## src/rtl/spec_pkg.sv

```systemverilog
// Shared types and derived constants for spectrum_frame_reader.
// The bin width DW lives here because the FIFO payload struct is sized by it.
// SPEC_PWR_EN (optional): selects the extra power-computation stage, which deepens the FIFO.
package spec_pkg;

    localparam int unsigned DW    = 12;
    localparam int unsigned PWR_W = 2 * DW + 1;

    typedef enum logic [1:0] {
        ST_IDLE,
        ST_READ,
        ST_DRAIN
    } state_e;

    typedef struct packed {
        logic                 sop;
        logic                 eop;
        logic signed [DW-1:0] re;
        logic signed [DW-1:0] im;
        logic [PWR_W-1:0]     pwr;
    } payload_t;

    localparam int unsigned PAYLOAD_W = $bits(payload_t);

    // Credit pool: every read that can be in flight plus the skid slots.
    function automatic int unsigned fifo_depth(input int unsigned ram_lat, input bit pwr_stage);
        return ram_lat + 32'd2 + (pwr_stage ? 32'd1 : 32'd0);
    endfunction

endpackage

```

## src/rtl/spectrum_frame_reader_if.sv

```systemverilog
// Framed valid/ready bin stream: one beat carries re, im and re^2+im^2.
interface spectrum_frame_reader_if #(
    parameter int unsigned DW = 12
);
    logic                 valid;
    logic                 ready;
    logic                 sop;
    logic                 eop;
    logic signed [DW-1:0] re;
    logic signed [DW-1:0] im;
    logic [2*DW:0]        pwr;

    modport master (output valid, sop, eop, re, im, pwr, input ready);
    modport slave  (input valid, sop, eop, re, im, pwr, output ready);
endinterface

```

## src/rtl/spec_skid_fifo.sv

```systemverilog
// Small synchronous FIFO that absorbs RAM read latency under backpressure.
// The head reads as zero while empty so idle stream fields stay quiet.
module spec_skid_fifo #(
    parameter int unsigned DEPTH = 4,
    parameter int unsigned WIDTH = 8,
    localparam int unsigned CW   = $clog2(DEPTH + 1)
) (
    input  logic             clk,
    input  logic             rst_n,
    input  logic             push,
    input  logic [WIDTH-1:0] push_data,
    input  logic             pop,
    output logic [WIDTH-1:0] pop_data,
    output logic [CW-1:0]    count,
    output logic             full,
    output logic             empty
);
    localparam int unsigned PW = (DEPTH > 1) ? $clog2(DEPTH) : 1;

    logic [WIDTH-1:0] mem [DEPTH];
    logic [PW-1:0]    wr_ptr_q;
    logic [PW-1:0]    rd_ptr_q;
    logic [CW-1:0]    count_q;
    logic             do_push;
    logic             do_pop;

    // Pointers wrap at DEPTH, which need not be a power of two.
    function automatic logic [PW-1:0] ptr_inc(input logic [PW-1:0] p);
        return (p == PW'(DEPTH - 1)) ? '0 : p + 1'b1;
    endfunction

    // Handshake qualification; a push into a full FIFO is only legal alongside a pop.
    always_comb begin
        empty    = (count_q == '0);
        full     = (count_q == CW'(DEPTH));
        do_pop   = pop && !empty;
        do_push  = push && (!full || do_pop);
        count    = count_q;
        pop_data = empty ? '0 : mem[rd_ptr_q];
    end

    // Storage array, no reset needed since reads are masked while empty.
    always_ff @(posedge clk) begin
        if (do_push) begin
            mem[wr_ptr_q] <= push_data;
        end
    end

    // Pointer and occupancy bookkeeping.
    always_ff @(posedge clk or negedge rst_n) begin
        if (!rst_n) begin
            wr_ptr_q <= '0;
            rd_ptr_q <= '0;
            count_q  <= '0;
        end else begin
            if (do_push) begin
                wr_ptr_q <= ptr_inc(wr_ptr_q);
            end
            if (do_pop) begin
                rd_ptr_q <= ptr_inc(rd_ptr_q);
            end
            case ({do_push, do_pop})
                2'b10:   count_q <= count_q + 1'b1;
                2'b01:   count_q <= count_q - 1'b1;
                default: count_q <= count_q;
            endcase
        end
    end

endmodule

```

## src/rtl/spectrum_frame_reader.sv

```systemverilog
// Reads one frame of FFT bins from the capture RAMs and streams them out with sop/eop framing.
// Reads are credit-limited so the skid FIFO can never overflow under backpressure.
// SPEC_PWR_EN (optional): adds a register stage computing re^2+im^2; otherwise pwr is zero.
module spectrum_frame_reader
    import spec_pkg::*;
#(
    parameter int unsigned FFT_LEN = 4096,
    parameter int unsigned AW      = 12,
    parameter int unsigned RAM_LAT = 2
) (
    input  logic                 sys_clk,
    input  logic                 sys_rst,
    input  logic                 start,
    output logic                 busy,
    output logic                 done,
    output logic                 ram_rden,
    output logic [AW-1:0]        ram_rdaddr,
    input  logic signed [DW-1:0] ram_re_q,
    input  logic signed [DW-1:0] ram_im_q,
    spectrum_frame_reader_if.master src
);
`ifdef SPEC_PWR_EN
    localparam bit PWR_STAGE = 1'b1;
`else
    localparam bit PWR_STAGE = 1'b0;
`endif
    localparam int unsigned TRK_LEN    = RAM_LAT + (PWR_STAGE ? 1 : 0);
    localparam int unsigned FIFO_DEPTH = fifo_depth(RAM_LAT, PWR_STAGE);
    localparam int unsigned CW         = $clog2(FIFO_DEPTH + 1);
    localparam logic [AW-1:0] LAST_ADDR = AW'(FFT_LEN - 1);

    state_e        state_q, state_d;
    logic [AW-1:0] addr_q, addr_d;
    logic          done_q, done_d;
    logic          issue;

    logic [TRK_LEN-1:0] trk_vld_q;
    logic [TRK_LEN-1:0] trk_sop_q;
    logic [TRK_LEN-1:0] trk_eop_q;
    logic [CW-1:0]      inflight;

    payload_t      push_data;
    payload_t      head;
    logic          fifo_push;
    logic          fifo_pop;
    logic [CW-1:0] fifo_count;
    logic          fifo_full;
    logic          fifo_empty;

    // Reads still travelling through the RAM (and power stage) each hold one FIFO credit.
    always_comb begin
        inflight = '0;
        for (int i = 0; i < TRK_LEN; i++) begin
            inflight = inflight + CW'(trk_vld_q[i]);
        end
        issue = (state_q == ST_READ) &&
                (({1'b0, inflight} + {1'b0, fifo_count}) < (CW + 1)'(FIFO_DEPTH));
    end

    // Next state, address counter and completion pulse.
    always_comb begin
        state_d = state_q;
        addr_d  = addr_q;
        done_d  = 1'b0;
        case (state_q)
            ST_IDLE: begin
                if (start) begin
                    state_d = ST_READ;
                    addr_d  = '0;
                end
            end
            ST_READ: begin
                if (issue) begin
                    addr_d = addr_q + 1'b1;
                    if (addr_q == LAST_ADDR) begin
                        state_d = ST_DRAIN;
                    end
                end
            end
            ST_DRAIN: begin
                if (fifo_pop && head.eop) begin
                    state_d = ST_IDLE;
                    done_d  = 1'b1;
                end
            end
            default: state_d = ST_IDLE;
        endcase
    end

    // FSM state, address and done registers.
    always_ff @(posedge sys_clk or negedge sys_rst) begin
        if (!sys_rst) begin
            state_q <= ST_IDLE;
            addr_q  <= '0;
            done_q  <= 1'b0;
        end else begin
            state_q <= state_d;
            addr_q  <= addr_d;
            done_q  <= done_d;
        end
    end

    // Latency tracker: a valid bit plus frame flags ride alongside each issued read.
    always_ff @(posedge sys_clk or negedge sys_rst) begin
        if (!sys_rst) begin
            trk_vld_q <= '0;
            trk_sop_q <= '0;
            trk_eop_q <= '0;
        end else begin
            trk_vld_q[0] <= issue;
            trk_sop_q[0] <= issue && (addr_q == '0);
            trk_eop_q[0] <= issue && (addr_q == LAST_ADDR);
            for (int i = 1; i < TRK_LEN; i++) begin
                trk_vld_q[i] <= trk_vld_q[i-1];
                trk_sop_q[i] <= trk_sop_q[i-1];
                trk_eop_q[i] <= trk_eop_q[i-1];
            end
        end
    end

`ifdef SPEC_PWR_EN
    logic signed [2*DW-1:0] re_sq;
    logic signed [2*DW-1:0] im_sq;
    logic signed [DW-1:0]   stage_re_q;
    logic signed [DW-1:0]   stage_im_q;
    logic [PWR_W-1:0]       stage_pwr_q;

    // Squares are non-negative, so the zero-extended sum cannot wrap.
    always_comb begin
        re_sq = $signed((2*DW)'(ram_re_q)) * $signed((2*DW)'(ram_re_q));
        im_sq = $signed((2*DW)'(ram_im_q)) * $signed((2*DW)'(ram_im_q));
    end

    // Power stage captures RAM data on the cycle it is valid.
    always_ff @(posedge sys_clk or negedge sys_rst) begin
        if (!sys_rst) begin
            stage_re_q  <= '0;
            stage_im_q  <= '0;
            stage_pwr_q <= '0;
        end else if (trk_vld_q[RAM_LAT-1]) begin
            stage_re_q  <= ram_re_q;
            stage_im_q  <= ram_im_q;
            stage_pwr_q <= PWR_W'($unsigned(re_sq)) + PWR_W'($unsigned(im_sq));
        end
    end
`endif

    // Assemble the FIFO push from the tracker flags and returned data.
    always_comb begin
        push_data     = '0;
        fifo_push     = trk_vld_q[TRK_LEN-1];
        push_data.sop = trk_sop_q[TRK_LEN-1];
        push_data.eop = trk_eop_q[TRK_LEN-1];
`ifdef SPEC_PWR_EN
        push_data.re  = stage_re_q;
        push_data.im  = stage_im_q;
        push_data.pwr = stage_pwr_q;
`else
        push_data.re  = ram_re_q;
        push_data.im  = ram_im_q;
        push_data.pwr = '0;
`endif
    end

    spec_skid_fifo #(
        .DEPTH (FIFO_DEPTH),
        .WIDTH (PAYLOAD_W)
    ) u_fifo (
        .clk       (sys_clk),
        .rst_n     (sys_rst),
        .push      (fifo_push),
        .push_data (push_data),
        .pop       (fifo_pop),
        .pop_data  (head),
        .count     (fifo_count),
        .full      (fifo_full),
        .empty     (fifo_empty)
    );

    // Stream side is the FIFO head; RAM side is driven straight from the FSM.
    always_comb begin
        fifo_pop   = !fifo_empty && src.ready;
        src.valid  = !fifo_empty;
        src.sop    = head.sop;
        src.eop    = head.eop;
        src.re     = head.re;
        src.im     = head.im;
        src.pwr    = head.pwr;
        ram_rden   = issue;
        ram_rdaddr = addr_q;
        busy       = (state_q != ST_IDLE);
        done       = done_q;
    end

    a_no_overflow: assert property (@(posedge sys_clk) disable iff (!sys_rst)
        !(fifo_push && fifo_full && !fifo_pop));

endmodule

```

## src/flat_wrapper.sv

```systemverilog
// flat-port wrapper written by rule: the top's interface ports become plain ports
module spectrum_frame_reader_flat import spec_pkg::*;
#(
    parameter int unsigned FFT_LEN = 4096,
    parameter int unsigned AW      = 12,
    parameter int unsigned RAM_LAT = 2
)
  (sys_clk, sys_rst, start, busy, done, ram_rden, ram_rdaddr, ram_re_q, ram_im_q, src_valid, src_sop, src_eop, src_re, src_im, src_pwr, src_ready);
  spectrum_frame_reader_if #(.DW(DW)) src_i ();
  input  logic sys_clk;
  input  logic sys_rst;
  input  logic start;
  output logic busy;
  output logic done;
  output logic ram_rden;
  output logic [AW-1:0] ram_rdaddr;
  input  logic signed [DW-1:0] ram_re_q;
  input  logic signed [DW-1:0] ram_im_q;
  output wire logic [$bits(src_i.valid)-1:0] src_valid;
  output wire logic [$bits(src_i.sop)-1:0] src_sop;
  output wire logic [$bits(src_i.eop)-1:0] src_eop;
  output wire logic [$bits(src_i.re)-1:0] src_re;
  output wire logic [$bits(src_i.im)-1:0] src_im;
  output wire logic [$bits(src_i.pwr)-1:0] src_pwr;
  input wire logic [$bits(src_i.ready)-1:0] src_ready;
  assign src_valid = src_i.valid;
  assign src_sop = src_i.sop;
  assign src_eop = src_i.eop;
  assign src_re = src_i.re;
  assign src_im = src_i.im;
  assign src_pwr = src_i.pwr;
  assign src_i.ready = src_ready;
  spectrum_frame_reader #(.FFT_LEN(FFT_LEN), .AW(AW), .RAM_LAT(RAM_LAT)) u_core (.sys_clk(sys_clk), .sys_rst(sys_rst), .start(start), .busy(busy), .done(done), .ram_rden(ram_rden), .ram_rdaddr(ram_rdaddr), .ram_re_q(ram_re_q), .ram_im_q(ram_im_q), .src(src_i));
endmodule
```

## config.mk

```make
export PLATFORM = sky130hd
export DESIGN_NAME = spectrum_frame_reader_flat
export DESIGN_NICKNAME = d
export VERILOG_FILES = /design/src/rtl/spec_pkg.sv /design/src/rtl/spectrum_frame_reader_if.sv /design/src/rtl/spec_skid_fifo.sv /design/src/rtl/spectrum_frame_reader.sv /design/src/flat_wrapper.sv
export SDC_FILE = /design/constraint.sdc
export NUM_CORES = 1
export LEC_CHECK = 0
export BUFFER_PORTS_ARGS = -buffer_cell sky130_fd_sc_hd__buf_2
export CAP_MARGIN = 5
export CORE_MARGIN = 1.5
export CORE_UTILIZATION = 51
export CTS_CLUSTER_DIAMETER = 100
export CTS_CLUSTER_SIZE = 10
export DETAILED_ROUTE_END_ITERATION = 6
export HOLD_SLACK_MARGIN = 0.1
export PLACE_DENSITY = 0.83
export SYNTH_ARGS = -nofsm -noshare
export SYNTH_HDL_FRONTEND = slang
export SYNTH_SLANG_ARGS = --single-unit
```

## constraint.sdc

```tcl
create_clock -name sys_clk -period 2.2 [get_ports sys_clk]
set_clock_uncertainty 0.15 [all_clocks]
set_input_delay 0.44 -clock sys_clk [delete_from_list [all_inputs] [get_ports sys_clk]]
set_output_delay 0.44 -clock sys_clk [all_outputs]
set_load 0.02 [all_outputs]
```

==> metrics.md, run 1 <==
| Metric | Value |
|---|---|
| Pre-CTS setup slack | -171 ps |
| Clock sink count | about 130 |
| Wire per inst | ~19 µm |
| Final setup viols | 37 |
| Worst VDD drop | ~0.00090 V |
| Synth cell count leaders | 104 x edfxtp_1, 30 x and2_1, 28 x dfrtp_1 |
| Final WL | 12300 µm |
| Post-synthesis mux area share | 0.110 |
| Mapped Avg Cell Area | 16.3 µm² |
| Max Clk Rate | 380 MHz |
| Synth warnings | 0 |
| Reg2reg path depth | 10 |
| Setup slack, reg-to-reg | -340 ps |
| Die H | approximately 110 µm |
| Post-synth design cell area | between 0.005 and 0.006 mm² |
| Routed vias | 3499 |
| Synth area leaders | edfxtp_1 55%, dfrtp_1 12%, mux4_2 10% |
| Slew Viols, Final | 0 |
| TritonCTS clock tree | done |
| Final Cell Area | approximately 0.0077 mm² |
| Multi-input logic area | 0.00181 mm² |
| Compound-cell area share of the yosys netlist | 0.0405 |
| Cells after synthesis | 350 |
| Dpl cell area | 0.00639 mm² |
| Synthesized flop and latch total | about 130 |
| Hold endpoint | u_core.done$_DFF_PN0_ |
| Simple-gate share of the synthesized area | 0.0938 |
| Worst hold path class | in -> reg |
| Layout fillers | between 600 and 700 |
| TritonCTS buffer count | 17 |
| HPWL Detailed | 6940 µm |
| Leakage | 3.00 nW |
| Period minus WS final | 2630 ps |
| Worst setup SP type | flop |
| Vias in the first global route | approximately 3700 |
| Final period util | 1.20 |
| Crit path max-delay cell type | a311o_2 |
| Synth cell types | 55 |
| Top-count cell post-synth | edfxtp_1 |
| Max cap viols | 0 |
| Asr flop ratio synth | 0.212 |
| H-tree levels | 4 |
| Setup CP Type | reg -> out |
| Layout cells sized above 1 | 0.423 |
| Status | finished, violations left |
| # rows | 38 |
| XOR/XNOR Fraction of Synth Area | 0.00919 |
| First-pass GRT wire length | 19200 µm |
| Reg2reg start | u_core.trk_vld_q[0]$_DFF_PN0_ |
| Routability cong. | 0.858 |
| Worst slew margin | 0.577 |
| Register area share after synthesis | 0.668 |
| EDFF count, synth | 104 |
| Area growth syn-to-layout | 33.9% |
| First drt pass iteration count | 5 |
| Yosys top cell by area | edfxtp_1 |
| Max incr delay on CP | 400 ps |
| Critical Path End Type | output port |
| Pwr/cell area | roughly 1600 mW/mm² |
| CTS root buf | clkbuf_8 |
| RSZ-0062 raised after global routing | true |
| Hold Vio Cnt, Final | 0 |
| Top cell type's share of synthesized area | 0.546 |
| Top FF cell, synth | edfxtp_1 |
| Antenna diodes | 0 |
| Port Buffers | 69 |
| Synth Area in Adders | 0.0232 |
| Largest net degree at the start of global routing | 29 |
| Later-pin clock latency in the skew report | slightly above 500 ps |
| Worst slew pin tran | between 600 and 700 ps |
| Hold_sp | src_ready |
| Setup ws final | -434 ps |
| Initial antenna violation count | 0 |
| Number of remaining DRC errors | 0 |
| Die width | 109 µm |
| Crit Path Max Fanout | 2 |
| Number of routed nets with antenna violations | 0 |
| Pwr Total | 0.0122 W |
| Sequential cell area | 0.00383 mm² |
| Worst Path Arrival | 2040 ps |
| Core Footprint | 0.0109 mm² |
| Grt total ovfl | 0 |
| Required time of the critical path | approximately 1600 ps |
| Vias/cell | 5.46 |
| Die area | 0.0119 mm² |
| Largest family of logic cells by synthesized area | multiplexers |
| Initial cell density of the core | 0.525 |
| Final nets | 526 |
| Worst-path clk slew | 60 ps |
| IO Pins | between 90 and 100 |
| Hold depth | 3 |
| Initial DRC count | roughly 230 |
| Clk buf depth | 2 |
| Reg-to-Reg End | u_core.ram_rdaddr[5]$_DFFE_PN0P_ |
| CP cell instances | ha_2 -> ha_4 -> a311o_2 -> nor3_4 -> buf_6 |
| Total GRT Usage | 0.221 |
| Failing checks | setup timing |
==> sequential cells by signal, indices dropped and copies added (netlist names) <==
register / cells
u_core.done: 1
u_core.ram_rdaddr: 12
u_core.state_q: 2
u_core.trk_eop_q: 2
u_core.trk_sop_q: 2
u_core.trk_vld_q: 2
u_core.u_fifo.count: 3
u_core.u_fifo.mem: 104
u_core.u_fifo.rd_ptr_q: 2
u_core.u_fifo.wr_ptr_q: 2
==> how the worst max path moves through the flow <==
stage / to / slack, ps / depth (start not counted) / start
4_1_cts: ram_rden / -450 / 5 / u_core.trk_vld_q[0]$_DFF_PN0_
2_1_floorplan: u_core.u_fifo.count[2]$_DFFE_PN0P_ / -110 / 8 / u_core.u_fifo.count[2]$_DFFE_PN0P_
3_3_place_gp: u_core.ram_rdaddr[11]$_DFFE_PN0P_ / -30 / 8 / u_core.trk_vld_q[1]$_DFF_PN0_
6_report: ram_rden / -430 / 5 / u_core.trk_vld_q[0]$_DFF_PN0_
3_5_place_dp: u_core.ram_rdaddr[11]$_DFFE_PN0P_ / -170 / 8 / u_core.trk_vld_q[1]$_DFF_PN0_
5_1_grt: src_im[0] / -490 / 4 / u_core.u_fifo.rd_ptr_q[0]$_DFFE_PN0N_
==> worst max-delay path, delay by kind of cell (launching register included) <==
family,cells,cell delay (ps)
AOI/OAI and AO/OA,1,400
adders and majority gates,2,420
buffers and inverters,1,150
DFF,1,390
and+or+nand+nor,1,180
==> per-layer routing <==
layer | up-vias | share of wire | routed length (µm) | track usage
met3 | 17 | 0.055 | 677 | 0.0508
met4 | 0 | 0.018 | 216 | 0.0874
met1 | 1776 | 0.39 | 4790 | 0.273
li1 | 1580 | - | - | -
met5 | - | 0 | 0 | 0
met2 | 126 | 0.54 | 6630 | 0.377
==> kinds of logic after synthesis <==
logic type                 Yosys count
DFF                                132
and+or+nand+nor                     91
buffers and inverters               49
AOI/OAI and AO/OA                   31
muxes                               30
adders and majority gates           10
xor gates and xnor gates             6
other                                1
==> cell usage in the layout (no fill, tap or decap), types with 5 or more instances in the layout <==
cell type      Yosys  final
conb_1             1     25
dlygate4sd3_1      0     25
mux4_2            26     26
nand3_1           10     10
buf_6              3     26
buf_4             26     21
inv_6              0      5
nand2_1           11     10
o21ai_1            0      5
edfxtp_1         104    104
dfrtp_1           28     25
clkbuf_16          0     16
buf_12             0     10
ha_1               9      7
and2_1            30      9
and2_4             0     17
buf_2              3     50
inv_1              9      9
nor2_1            11     11
==> per-stage QoR <==
| stage | util | std cells | TNS (ps) | hold WS [ps] |
|---|---|---|---|---|
| global route | 0.704 | 641 | -13950 | 227 |
| detailed placement | 0.587 | 569 | -649 | 189 |
| global placement | 0.587 | 569 | -47.6 | 183 |
| CTS | 0.694 | 638 | -11100 | 178 |
| finish | 0.704 | 641 | -11140 | 212 |
| floorplan | - | 374 | -186 | -5.59 |
==> timing repair <==
| item | CTS | global route |
|---|---|---|
| resized for setup | 61 | 28 |
| pin swaps | 27 | 9 |
| endpoints found under the hold margin | 124 | 0 |
| setup buffers | 11 | 6 |
| hold buffers | 25 | 0 |
| endpoints found under the setup margin | 34 | 42 |
| cloned | 2 | 0 |
==> layout make-up <==
cell class / count / area share
Inverter: 9 / 0.00441
Tap cell: 140 / 0.0229
Timing Repair Buffer: 135 / 0.159
Multi-Input combinational cell: 193 / 0.237
Clock buffer: 18 / 0.0545
Sequential cell: 132 / 0.500
Clock inverter: 14 / 0.0227
==> where the power goes <==
| part | internal (W) | switching (W) |
|---|---|---|
| registers | 0.00341 | 0.000326 |
| clock network | 0.00174 | 0.00105 |
| logic | 0.00299 | 0.00270 |
| total | 0.00814 | 0.00407 |
No activity file was read; power rests on OpenSTA's default activity.
==> inputs of run 2 (changes only) <==
--- a/config.mk
+++ b/config.mk
@@ -5,8 +5,7 @@
 export SDC_FILE = /design/constraint.sdc
 export NUM_CORES = 1
 export LEC_CHECK = 0
-export BUFFER_PORTS_ARGS = -buffer_cell sky130_fd_sc_hd__buf_2
-export CAP_MARGIN = 5
+export BUFFER_PORTS_ARGS = -buffer_cell sky130_fd_sc_hd__buf_4
 export CORE_MARGIN = 1.5
 export CORE_UTILIZATION = 51
 export CTS_CLUSTER_DIAMETER = 100
==> run 2 against run 1 <==
Against the previous run:
- the flow still finishes with violations (setup timing)
- routed wire length grew 4.5%
- die area unchanged
- worst hold slack worse by 42 ps
- final cell count is 0.16% higher
- first-iteration DRC count up 3.0%
- via count increased by 2.8%
- power grew 3.4%
- clock power barely moved
- sequential share of layout area shrank 1.1 points
- sequential power about the same
- highest routed layer unchanged
==> metrics.md, run 2 (synthesis gave the netlist of run 1 again) <==
| Metric | Value |
|---|---|
| Initial cell density of the core | 0.525 |
| Largest register FFs | 104 |
| Worst slew margin | 0.578 |
| Worst setup SP type | flop |
| Hold endpoint | u_core.done$_DFF_PN0_ |
| Final period util | 1.22 |
| Reg2reg start | u_core.trk_vld_q[0]$_DFF_PN0_ |
| Hold depth | 3 |
| WHS | approximately 170 ps |
| Routed vias | between 3000 and 4000 |
| Setup slack, reg-to-reg | -290 ps |
| Die H | 109 µm |
| Commonest cells after routing, fill and taps aside | 104 x edfxtp_1, 67 x buf_4, 33 x buf_6, 26 x mux4_2, 26 x and2_4 |
| TritonCTS buffer count | 17 |
| First-pass GRT wire length | 19200 µm |
| Pwr/cell area | 1610 mW/mm² |
| Hold Vio Cnt, Final | 0 |
| Reg2reg path depth | 9 |
| Worst VDD drop | 0.00101 V |
| Reg-to-Reg End | u_core.ram_rdaddr[11]$_DFFE_PN0P_ |
| Vias in the first global route | 3606 |
| Non-filler cells, final | approximately 640 |
| H-tree levels | 4 |
| Setup CP Type | reg -> out |
| Largest Register | u_core.u_fifo.mem |
| Worst Setup SP | u_core.trk_vld_q[0]$_DFF_PN0_ |
| Initial antenna violation count | 0 |
| Core Footprint | 0.0109 mm² |
| Final WL | around 13000 µm |
| Later-pin clock latency in the skew report | 520 ps |
| Port Buffers | 69 |
| Clk buf depth | 2 |
| Final setup viols | 36 |
| Required time of the critical path | about 1600 ps |
| Crit Path Max Fanout | 2 |
| Total GRT Usage | 0.226 |
| Worst slew pin tran | about 630 ps |
| Largest net degree at the start of global routing | 29 |
| Critical Path End Type | output port |
| Grt total ovfl | 0 |
| Max Clk Rate | 371 MHz |
| Setup TNS | -11870 ps |
| Number of remaining DRC errors | 0 |
| Setup ws final | -493 ps |
| TritonCTS clock tree | done |
| Worst-path clk slew | about 60 ps |
| Final Cell Area | between 0.007 and 0.008 mm² |
| Layout cells sized above 1 | 0.452 |
| Routability cong. | 0.889 |
| Worst Path Arrival | around 2100 ps |
| HPWL Detailed | 6810 µm |
| RSZ-0062 raised after global routing | true |
| Initial DRC count | 239 |
| Status | finished, violations left |
| Period minus WS final | 2690 ps |
| Final nets | 527 |
| Area growth syn-to-layout | 37.1% |
| Leakage | 3.06 nW |
| Dpl cell area | 0.00652 mm² |
| Wire per inst | between 20 and 25 µm |
| Worst hold path class | in -> reg |
| Die width | 109 µm |
| Slew Viols, Final | 0 |
| Antenna diodes | 0 |
| Die area | roughly 0.012 mm² |
| Vias/cell | roughly 5.6 |
| Clock sink count | 132 |
| Post-Place Cells | between 500 and 600 |
| CTS root buf | clkbuf_8 |
| First drt pass iteration count | 5 |
| Max cap viols | 0 |
| Failing checks | setup timing |
| IO Pins | 95 |
| Commonest non-fill, non-tap cell in the layout | edfxtp_1 |
| Hold_sp | src_ready |
| # rows | 38 |
| Number of routed nets with antenna violations | 0 |
[run 2: cell count changes in the layout (fill, tap and decap cells not counted), sizes merged]
cell      delta
inv          -4
clkinv       +2
clkinvlp     +2
clkbuf       +1
[run 2: report_power, final]
| group | leakage (nW) | total, W | internal, W | switching [W] |
|---|---|---|---|---|
| clock | 0.282 | 0.00282 | 0.00174 | 0.00108 |
| combinational | 1.47 | 0.00606 | 0.00327 | 0.00278 |
| sequential | 1.31 | 0.00376 | 0.00341 | 0.000349 |
[run 2: worst max-delay path by stage]
stage	to	slack [ps]	cells past startpoint
2_1_floorplan	u_core.u_fifo.count[2]$_DFFE_PN0P_	-110	8
3_3_place_gp	u_core.ram_rdaddr[11]$_DFFE_PN0P_	-20	7
3_5_place_dp	u_core.ram_rdaddr[11]$_DFFE_PN0P_	-160	8
4_1_cts	ram_rden	-480	5
5_1_grt	ram_rden	-560	5
6_report	ram_rden	-490	5
[run 2: repair_timing]
item                                    4_1_cts  5_1_grt
endpoints found under the setup margin       33       37
hold buffers                                 25        0
gates cloned                                  2        1
endpoints found under the hold margin       124        0
resized for setup                            75       17
buffers inserted                             11        4
pin swaps                                    37       11
[run 2: critical path, stage by stage, from the launching register on]
cell and delay, ps:
dfrtp_1 400, ha_2 200, ha_4 220, a311o_2 400, nor3_4 220, buf_6 150
[run 2: stage by stage]
| stage | setup slack (ps) | utilization | total power (W) |
|---|---|---|---|
| floorplan | -114 | - | 0.00656 |
| global placement | -21.9 | 0.599 | 0.00815 |
| detailed placement | -158 | 0.599 | 0.00831 |
| CTS | -483 | 0.712 | 0.0123 |
| global route | -557 | 0.720 | 0.0132 |
| finish | -493 | 0.720 | 0.0126 |
[run 2: layer usage]
| metal | track usage | part of all wire |
|---|---|---|
| met2 | 0.384 | 0.53 |
| met4 | 0.106 | 0.021 |
| met5 | 0 | 0 |
| met3 | 0.0508 | 0.050 |
| met1 | 0.275 | 0.40 |
[run 2: area by class of cell]
| cell class | count | area, µm² |
|---|---|---|
| clock buffer | 18 | 418 |
| multi-input combinational | 193 | 1850 |
| clock inverter | 14 | 179 |
| tap | 140 | 175 |
| timing repair buffer | 136 | 1360 |
| inverter | 9 | 33.8 |
| fill | 629 | 3050 |
| sequential | 132 | 3830 |
